$ cat src/rtl/meteo_disp_seq_if.sv
// Bus between the per-channel segment encoders, the mode/select controls and the
// board display pins of the meteo display sequencer.
interface meteo_disp_seq_if #(
    parameter int NCH  = 3,
    parameter int NDIG = 6,
    parameter int SEGW = 7,
    parameter int IW   = 2
);
    logic [NCH*NDIG*SEGW-1:0] Seg_i;
    logic [NCH-1:0]           Upd_i;
    logic [1:0]               Mode_i;
    logic [NCH-1:0]           Sel_i;
    logic [NDIG*SEGW-1:0]     Dec_o;
    logic [IW-1:0]            Chan_o;
    logic                     Valid_o;

    modport master (
        output Seg_i, Upd_i, Mode_i, Sel_i,
        input  Dec_o, Chan_o, Valid_o
    );

    modport slave (
        input  Seg_i, Upd_i, Mode_i, Sel_i,
        output Dec_o, Chan_o, Valid_o
    );
endinterface

$ cat src/rtl/meteo_disp_seq.sv
// 7-segment display sequencer: shadows NCH channels of pre-encoded digits and drives one
// of them to the display in blank, manual, timed auto-rotation or freeze mode.
module meteo_disp_seq #(
    parameter int             NCH   = 3,
    parameter int             NDIG  = 6,
    parameter int             SEGW  = 7,
    parameter logic [SEGW-1:0] BLANK = 7'h7F,
    parameter int             DWELL = 100000000,
    parameter int             CW    = 27,
    parameter int             IW    = 2
) (
    input  logic              Clk,
    input  logic              Rst,
    meteo_disp_seq_if.slave   bus
);

    localparam int DW = NDIG * SEGW;
    localparam logic [DW-1:0] BLANK_ALL = {NDIG{BLANK}};

    typedef enum logic [1:0] {
        MODE_BLANK  = 2'b00,
        MODE_MANUAL = 2'b01,
        MODE_AUTO   = 2'b10,
        MODE_FREEZE = 2'b11
    } mode_e;

    logic [DW-1:0]  shadow_r [NCH];
    logic [NCH-1:0] valid_r;
    logic [DW-1:0]  dec_r;
    logic [IW-1:0]  chan_r;
    logic           vld_r;
    logic [CW-1:0]  cnt_r;
    mode_e          mode_prev_r;

    mode_e          mode_s;
    logic [IW-1:0]  chan_nxt_s;
    logic [CW-1:0]  cnt_eff_s;
    logic [CW-1:0]  cnt_nxt_s;
    logic           show_s;
    logic [DW-1:0]  dec_nxt_s;
    logic           vld_nxt_s;

    // Index of the lowest set bit of a one-hot (or multi-hot) select vector.
    function automatic logic [IW-1:0] lowest_set(input logic [NCH-1:0] sel);
        logic [IW-1:0] res;
        logic          hit;
        res = '0;
        hit = 1'b0;
        for (int i = 0; i < NCH; i++) begin
            res = (sel[i] && !hit) ? IW'(i) : res;
            hit = hit | sel[i];
        end
        return res;
    endfunction

    // Next valid channel after cur (wrapping); cur itself is kept if no other is valid.
    function automatic logic [IW-1:0] next_chan(input logic [IW-1:0] cur,
                                                input logic [NCH-1:0] vld);
        logic [IW-1:0] res;
        logic          hit;
        int            idx;
        res = cur;
        hit = 1'b0;
        for (int i = 1; i < NCH; i++) begin
            idx = int'(cur) + i;
            idx = (idx >= NCH) ? idx - NCH : idx;
            res = (vld[idx] && !hit) ? IW'(idx) : res;
            hit = hit | vld[idx];
        end
        return res;
    endfunction

    assign mode_s = mode_e'(bus.Mode_i);

    // Mode decode: next channel, dwell counter and the display word to load.
    always_comb begin
        chan_nxt_s = chan_r;
        cnt_nxt_s  = '0;
        show_s     = 1'b0;
        // A fresh entry into auto (e.g. out of freeze) restarts the dwell from zero.
        cnt_eff_s  = (mode_prev_r == MODE_AUTO) ? cnt_r : '0;
        case (mode_s)
            MODE_BLANK: begin
                show_s = 1'b0;
            end
            MODE_MANUAL: begin
                if (|bus.Sel_i) begin
                    chan_nxt_s = lowest_set(bus.Sel_i);
                    show_s     = 1'b1;
                end else begin
                    show_s     = 1'b0;
                end
            end
            MODE_AUTO: begin
                show_s = 1'b1;
                if (cnt_eff_s == CW'(DWELL - 1)) begin
                    cnt_nxt_s  = '0;
                    chan_nxt_s = next_chan(chan_r, valid_r);
                end else begin
                    cnt_nxt_s  = cnt_eff_s + CW'(1);
                end
            end
            MODE_FREEZE: begin
                cnt_nxt_s = cnt_r;
            end
            default: begin
                show_s = 1'b0;
            end
        endcase
        vld_nxt_s = show_s && valid_r[chan_nxt_s];
        dec_nxt_s = vld_nxt_s ? shadow_r[chan_nxt_s] : BLANK_ALL;
    end

    // Shadow capture plus the registered display, channel and dwell state.
    always_ff @(posedge Clk) begin
        if (Rst) begin
            for (int c = 0; c < NCH; c++) begin
                shadow_r[c] <= BLANK_ALL;
            end
            valid_r     <= '0;
            dec_r       <= BLANK_ALL;
            chan_r      <= '0;
            vld_r       <= 1'b0;
            cnt_r       <= '0;
            mode_prev_r <= MODE_BLANK;
        end else begin
            for (int c = 0; c < NCH; c++) begin
                if (bus.Upd_i[c]) begin
                    shadow_r[c] <= bus.Seg_i[c*DW +: DW];
                    valid_r[c]  <= 1'b1;
                end
            end
            if (mode_s != MODE_FREEZE) begin
                dec_r  <= dec_nxt_s;
                vld_r  <= vld_nxt_s;
                chan_r <= chan_nxt_s;
            end
            cnt_r       <= cnt_nxt_s;
            mode_prev_r <= mode_s;
        end
    end

    assign bus.Dec_o   = dec_r;
    assign bus.Chan_o  = chan_r;
    assign bus.Valid_o = vld_r;

endmodule

$ cat src/flat_wrapper.sv
// flat-port wrapper written by rule: the top's interface ports become plain ports
module meteo_disp_seq_flat 
#(
    parameter int             NCH   = 3,
    parameter int             NDIG  = 6,
    parameter int             SEGW  = 7,
    parameter logic [SEGW-1:0] BLANK = 7'h7F,
    parameter int             DWELL = 100000000,
    parameter int             CW    = 27,
    parameter int             IW    = 2
)
  (Clk, Rst, bus_Seg_i, bus_Upd_i, bus_Mode_i, bus_Sel_i, bus_Dec_o, bus_Chan_o, bus_Valid_o);
  meteo_disp_seq_if #(.NCH(NCH), .NDIG(NDIG), .SEGW(SEGW), .IW(IW)) bus_i ();
  input  logic Clk;
  input  logic Rst;
  input wire logic [$bits(bus_i.Seg_i)-1:0] bus_Seg_i;
  input wire logic [$bits(bus_i.Upd_i)-1:0] bus_Upd_i;
  input wire logic [$bits(bus_i.Mode_i)-1:0] bus_Mode_i;
  input wire logic [$bits(bus_i.Sel_i)-1:0] bus_Sel_i;
  output wire logic [$bits(bus_i.Dec_o)-1:0] bus_Dec_o;
  output wire logic [$bits(bus_i.Chan_o)-1:0] bus_Chan_o;
  output wire logic [$bits(bus_i.Valid_o)-1:0] bus_Valid_o;
  assign bus_i.Seg_i = bus_Seg_i;
  assign bus_i.Upd_i = bus_Upd_i;
  assign bus_i.Mode_i = bus_Mode_i;
  assign bus_i.Sel_i = bus_Sel_i;
  assign bus_Dec_o = bus_i.Dec_o;
  assign bus_Chan_o = bus_i.Chan_o;
  assign bus_Valid_o = bus_i.Valid_o;
  meteo_disp_seq #(.NCH(NCH), .NDIG(NDIG), .SEGW(SEGW), .BLANK(BLANK), .DWELL(DWELL), .CW(CW), .IW(IW)) u_core (.Clk(Clk), .Rst(Rst), .bus(bus_i));
endmodule
$ cat config.mk
export PLATFORM = sky130hd
export DESIGN_NAME = meteo_disp_seq_flat
export DESIGN_NICKNAME = d
export VERILOG_FILES = /design/src/rtl/meteo_disp_seq_if.sv /design/src/rtl/meteo_disp_seq.sv /design/src/flat_wrapper.sv
export SDC_FILE = /design/constraint.sdc
export NUM_CORES = 1
export LEC_CHECK = 0
export CAP_MARGIN = 0
export CORE_MARGIN = 2
export CORE_UTILIZATION = 42
export CTS_BUF_LIST = sky130_fd_sc_hd__clkbuf_4 sky130_fd_sc_hd__clkbuf_8 sky130_fd_sc_hd__clkbuf_16
export DETAILED_ROUTE_END_ITERATION = 10
export PLACE_DENSITY = 0.67
export SLEW_MARGIN = 20
export SYNTH_ARGS = -nofsm -noshare
export SYNTH_HDL_FRONTEND = slang
export SYNTH_SLANG_ARGS = --single-unit
$ cat constraint.sdc
create_clock -name Clk -period 3.3 [get_ports Clk]
set_input_delay 0.495 -clock Clk [delete_from_list [all_inputs] [get_ports Clk]]
set_output_delay 0.495 -clock Clk [all_outputs]
set_load 0.02 [all_outputs]
# After elaboration in Yosys (flattened, before gate mapping)
# Memories as Yosys holds them, arrays and structs flattened.
# Index checks and enable logic that the tools add are counted.
# totals
n_memories,1
ramBits,126
word_cells,74
inputBits,136
register_bits,77
out_inout_bits,45
# classes
n_mux,37
n_lt_le_gt_ge,5
n_bitwise,4
reduce_logical,8
eq_ne,6
add_sub_neg,5
# memory_table
name,words,width,read_ports,rd_clocked_by_memory_dff,write_ports,line_no,rtl
u_core.shadow_r,3,42,1,0,3,meteo_disp_seq.sv:27,logic [DW-1:0] shadow_r [NCH];
# ops
cell,count
2-to-1 mux 42 bit,4
>= comparator 32 x 3 -> 1 bit (second input constant),2
less-than comparator 32 x 4 -> 1 bit (second input constant),2
2-to-1 mux 32 bit,2
subtractor 32 x 3 -> 32 bit (second input constant),2
2-to-1 mux 27 bit,2
one-hot mux 27 bit (2 select lines),1
adder 27 x 1 -> 27 bit (second input constant),1
equality test 27 bit (second input constant),1
2-to-1 mux 1 bit,18
2-to-1 mux 2 bit,5
binary-select mux 1 bit (select 2 bit),3
equality test 2 bit (second input constant),3
logical AND 1 bit,4
bitwise OR 1 bit,4
one-hot mux 2 bit (2 select lines),1
adder 2 x 1 -> 3 bit (second input constant),1
adder 2 x 2 -> 3 bit (second input constant),1
logical NOT 1 bit,3
less-than comparator 2 x 3 -> 1 bit (second input constant),1
OR reduction 3 bit,1
equality test 2 x 1 -> 1 bit (second input constant),1
inequality test 2 bit (second input constant),1
one-hot mux 1 bit (2 select lines),1

# Depth between registers and ports, before layout
# logic_depth
word_depth,15
mapped_depth,14
depth_no_buf,10

# Least setup slack after synthesis
# No wires, ideal clock.
# synth_timing
path_kind,flip-flop to flip-flop
from,reg u_core.mode_prev_r[1]
to,reg u_core.dec_r[12] (netlist: u_core.bus.Dec_o[12])
path_buffers,4
t_arrival_ns,3.439
path_stages_with_launch,15
setup_time_ns,0.149
setup_slack_ns,-0.287
synth_period_minus_slack_ns,3.587
t_required_ns,3.151
cell_sequence,dfxtp_1 nor2b_1 clkbuf_1 clkbuf_1 and2_1 ha_1 and4_1 nand4_1 or3_4 a31o_2 a2111oi_0 a211o_1 buf_6 buf_6 o221ai_2
# synth_between
elab_chain_cells,9
elab_cells_between_ends,10
classes_between,eq/ne: 2; mux: 6; reduce/logical: 1; memory: 1
# synth_rtl
element,line_no,rtl
"start, declared",meteo_disp_seq.sv:33,mode_e mode_prev_r;
"start signal, assigned",meteo_disp_seq.sv:139,mode_prev_r <= mode_s;
equality test 2 bit (*),meteo_disp_seq.sv:81,cnt_eff_s = (mode_prev_r == MODE_AUTO) ? cnt_r : '0;
2-to-1 mux 27 bit (*),meteo_disp_seq.sv:81,
equality test 27 bit (*),meteo_disp_seq.sv:96,if (cnt_eff_s == CW'(DWELL - 1)) begin
2-to-1 mux 2 bit (*),meteo_disp_seq.sv:96,
one-hot mux 2 bit (2 select lines) (*),meteo_disp_seq.sv:82,case (mode_s)
binary-select mux 1 bit (select 2 bit),meteo_disp_seq.sv:110,vld_nxt_s = show_s && valid_r[chan_nxt_s];
2-to-1 mux 1 bit (not written as such),meteo_disp_seq.sv:110,
logical AND 1 bit,meteo_disp_seq.sv:110,
2-to-1 mux 42 bit (*),meteo_disp_seq.sv:111,dec_nxt_s = vld_nxt_s ? shadow_r[chan_nxt_s] : BLANK_ALL;
"end signal, assigned",meteo_disp_seq.sv:134,dec_r <= dec_nxt_s;
"end, declared",meteo_disp_seq.sv:29,logic [DW-1:0] dec_r;
# Mark *: on every way between the ends. The rest lies on a longest branch, timed or not. The select of a mux whose other input is x is not followed.
# A chain may end at the register's enable or synchronous reset.

# Worst setup path in the final report
# layout_timing
from,reg u_core.mode_prev_r[1]
to,reg u_core.dec_r[1] (netlist: u_core.bus.Dec_o[1])
# The elaborated chain is that of the path after synthesis.

==> results.md <==
- Crit path time final: 3170 ps
- Die height: 156 µm
- TritonCTS Buffers: 23
- Distinct cell type count after synthesis: 52
- Initial antenna violation count: 0
- I/O Buffers: 180
- Synth Net Count: 1,060
- Largest net degree at the start of global routing: 75
- # diodes: 0
- Fin crit share: 0.962
- Average via count per standard cell: 5.67
- Async SR Flop Fraction: 0
- Max-slew violations: 0
- Remaining DRCs: 0
- H-Tree Depth: 1
- CTS root buf: clkbuf_16
- Worst slew margin: 0.547
- Crit. End Element: flip-flop
- Num ports: 181
- First-pass GRT wire length: 40,100 µm
- Req. time, crit path: 3660 ps
- Critical path class: reg2reg
- Fin area: 0.0126 mm²
- Main synth FF type: edfxtp_1
- Clock Path Buffers: 3
- Total GRT Usage: 0.208
- Wire per inst: 18.9 µm
- Seq/Total Area, Yosys: 0.552
- Worst-path fanout max: 10
- # hold bufs at CTS: 0
- Synth top area cells: edfxtp_1 39%, dfxtp_1 16%, or3_1 8.2%
- Post-synthesis register bit count: 203
- Placed instance count: 1,334
- Max-Cap Viols: 0
- Total power: 6.05 mW
- Yosys top cell by area: edfxtp_1
- Critical path arrival: 3540 ps
- # setup viols final: 0
- Synth top area share: 0.392
- Grt ovf: 0
- Vias in the first global route: 7,244
- Ys Warns: 0
- Layout cells sized above 1: 0.128
- Core ar.: 0.0226 mm²
- Area added between synthesis and finish: 31.0%
- Final WL: 26,000 µm
- Final std cells w/o fill: 1,379
- Number of synthesized flops with an enable pin: 126
- CTS tree: built
- CTS sink cnt: 203
- Peak supply drop: 0.398 mV
- Post-Synthesis Cells: 918
- Reg clk slew, reported paths: 60 ps
- Worst Skew: 13.4 ps
- Outcome: finished clean
- RSZ-0062 raised after global routing: false
- HP Class: in2reg
- Final Worst Setup Slack: 125 ps
- Placed standard-cell area: 0.0118 mm²
- Pwr dens: 478 mW/mm²
- Routability cong.: 0.831
- Nets@finish: 1,219
- Lkg Pwr: 4.32 nW
- Mapped cell area: 0.00965 mm²
- Vias: 7,823
- DIE WIDTH: 156 µm
- Iteration count of the initial detailed-routing pass: 4
- Cell row count: 55
- Post-Syn Area per Cell: 10.5 µm²
- Starting density of the core: 0.427
- Clk_lat worst skew: 520 ps
- Fmax: 315 MHz
- Most frequent cells in the layout: 179 x clkdlybuf4s50_1, 127 x or3_1, 126 x edfxtp_1, 77 x nor2_1, 77 x dfxtp_1
- Commonest non-fill, non-tap cell in the layout: clkdlybuf4s50_1
- Worst Max-Slew Pin Slew: 680 ps
- Number of fill cells: 1,974
- Hpwl dp: 17,100 µm
- Critical Path Source Type: flip-flop
- Post-route ant nets: 0
- Initial DRC Count: 466
- Final hold viol count: 0
- DIE AREA: 0.0242 mm²
- Dpl ws: -17.0 ps
layout make-up:
type	instances	area [µm²]	area share
Sequential cell	203	5330	0.421
Multi-Input combinational cell	615	3980	0.315
Timing Repair Buffer	220	2200	0.174
Clock buffer	25	597	0.0472
Tap cell	285	357	0.0282
Clock inverter	17	130	0.0103
Inverter	14	52.6	0.00416
stage by stage:
stage	setup TNS [ps]	hold slack, ps	util
2_1_floorplan	-0.734	448	-
3_3_place_gp	0	470	0.525
3_5_place_dp	-149	488	0.525
4_1_cts	0	407	0.558
5_1_grt	0	452	0.560
6_report	0	432	0.560
registers in the layout, summed over array words and instances, names as in the netlist:
| signal | flops |
|---|---|
| u_core.shadow_r | 126 |
| u_core.valid_r | 3 |
| u_core.mode_prev_r | 2 |
| u_core.cnt_r | 27 |
| u_core.bus.Valid_o | 1 |
| u_core.bus.Chan_o | 2 |
| u_core.bus.Dec_o | 42 |
cell families after synthesis:
| kind of cell | count (synthesis) | synth area share |
|---|---|---|
| buf+inv | 100 | 0.0430 |
| xor+xnor | 1 | 0.000908 |
| compound gates | 214 | 0.171 |
| mux | 2 | 0.00207 |
| flops | 203 | 0.552 |
| fa+ha+maj | 6 | 0.00778 |
| simple gates | 392 | 0.223 |
per-layer routing:
| layer | track usage | up-vias | part of all wire |
|---|---|---|---|
| met5 | 0 | - | 0 |
| met2 | 0.339 | 252 | 0.48 |
| li1 | - | 3818 | - |
| met4 | 0.0642 | 0 | 0.028 |
| met3 | 0.0367 | 45 | 0.055 |
| met1 | 0.283 | 3708 | 0.44 |
power breakdown:
| part | switching (mW) | internal (mW) |
|---|---|---|
| sequential | 0.0534 | 2.87 |
| clock | 1.05 | 1.40 |
| combinational | 0.341 | 0.338 |
Yosys cell counts, drive strengths merged, types with 26 or more instances:
| master | count |
|---|---|
| a21oi | 26 |
| o21ai | 63 |
| o221ai | 42 |
| dfxtp | 77 |
| nor2 | 77 |
| nand3 | 58 |
| and3 | 49 |
| edfxtp | 126 |
| nand2 | 31 |
| or3 | 129 |
| o22ai | 42 |
| clkbuf | 79 |
what timing repair did:
action / in CTS / in global routing
buffers inserted: 0 / 2
endpoints found under the setup margin: 41 / 42
pin swaps: 1 / 3
resized for setup: 2 / 6
gates cloned: 0 / 1
worst max-delay path: stages, from the launching register on:
cell	delay, ps
dfxtp_1	360
nor2b_4	200
and2_1	170
ha_2	210
and4_4	240
nand4_1	180
or3_4	410
a31o_2	300
a2111oi_2	290
a211o_2	350
buf_12	190
o221ai_1	130
worst paths after layout:
check / from / to / slack, ps / depth (start not counted)
max: u_core.mode_prev_r[1] / u_core.bus.Dec_o[1] / 130 / 11
min: Rst / u_core.valid_r[1] / 430 / 2
min reg2reg: u_core.cnt_r[15] / u_core.cnt_r[15] / 510 / 2
max reg2reg: u_core.mode_prev_r[1] / u_core.bus.Dec_o[1] / 130 / 11
Power figures use the tool's default switching activity.
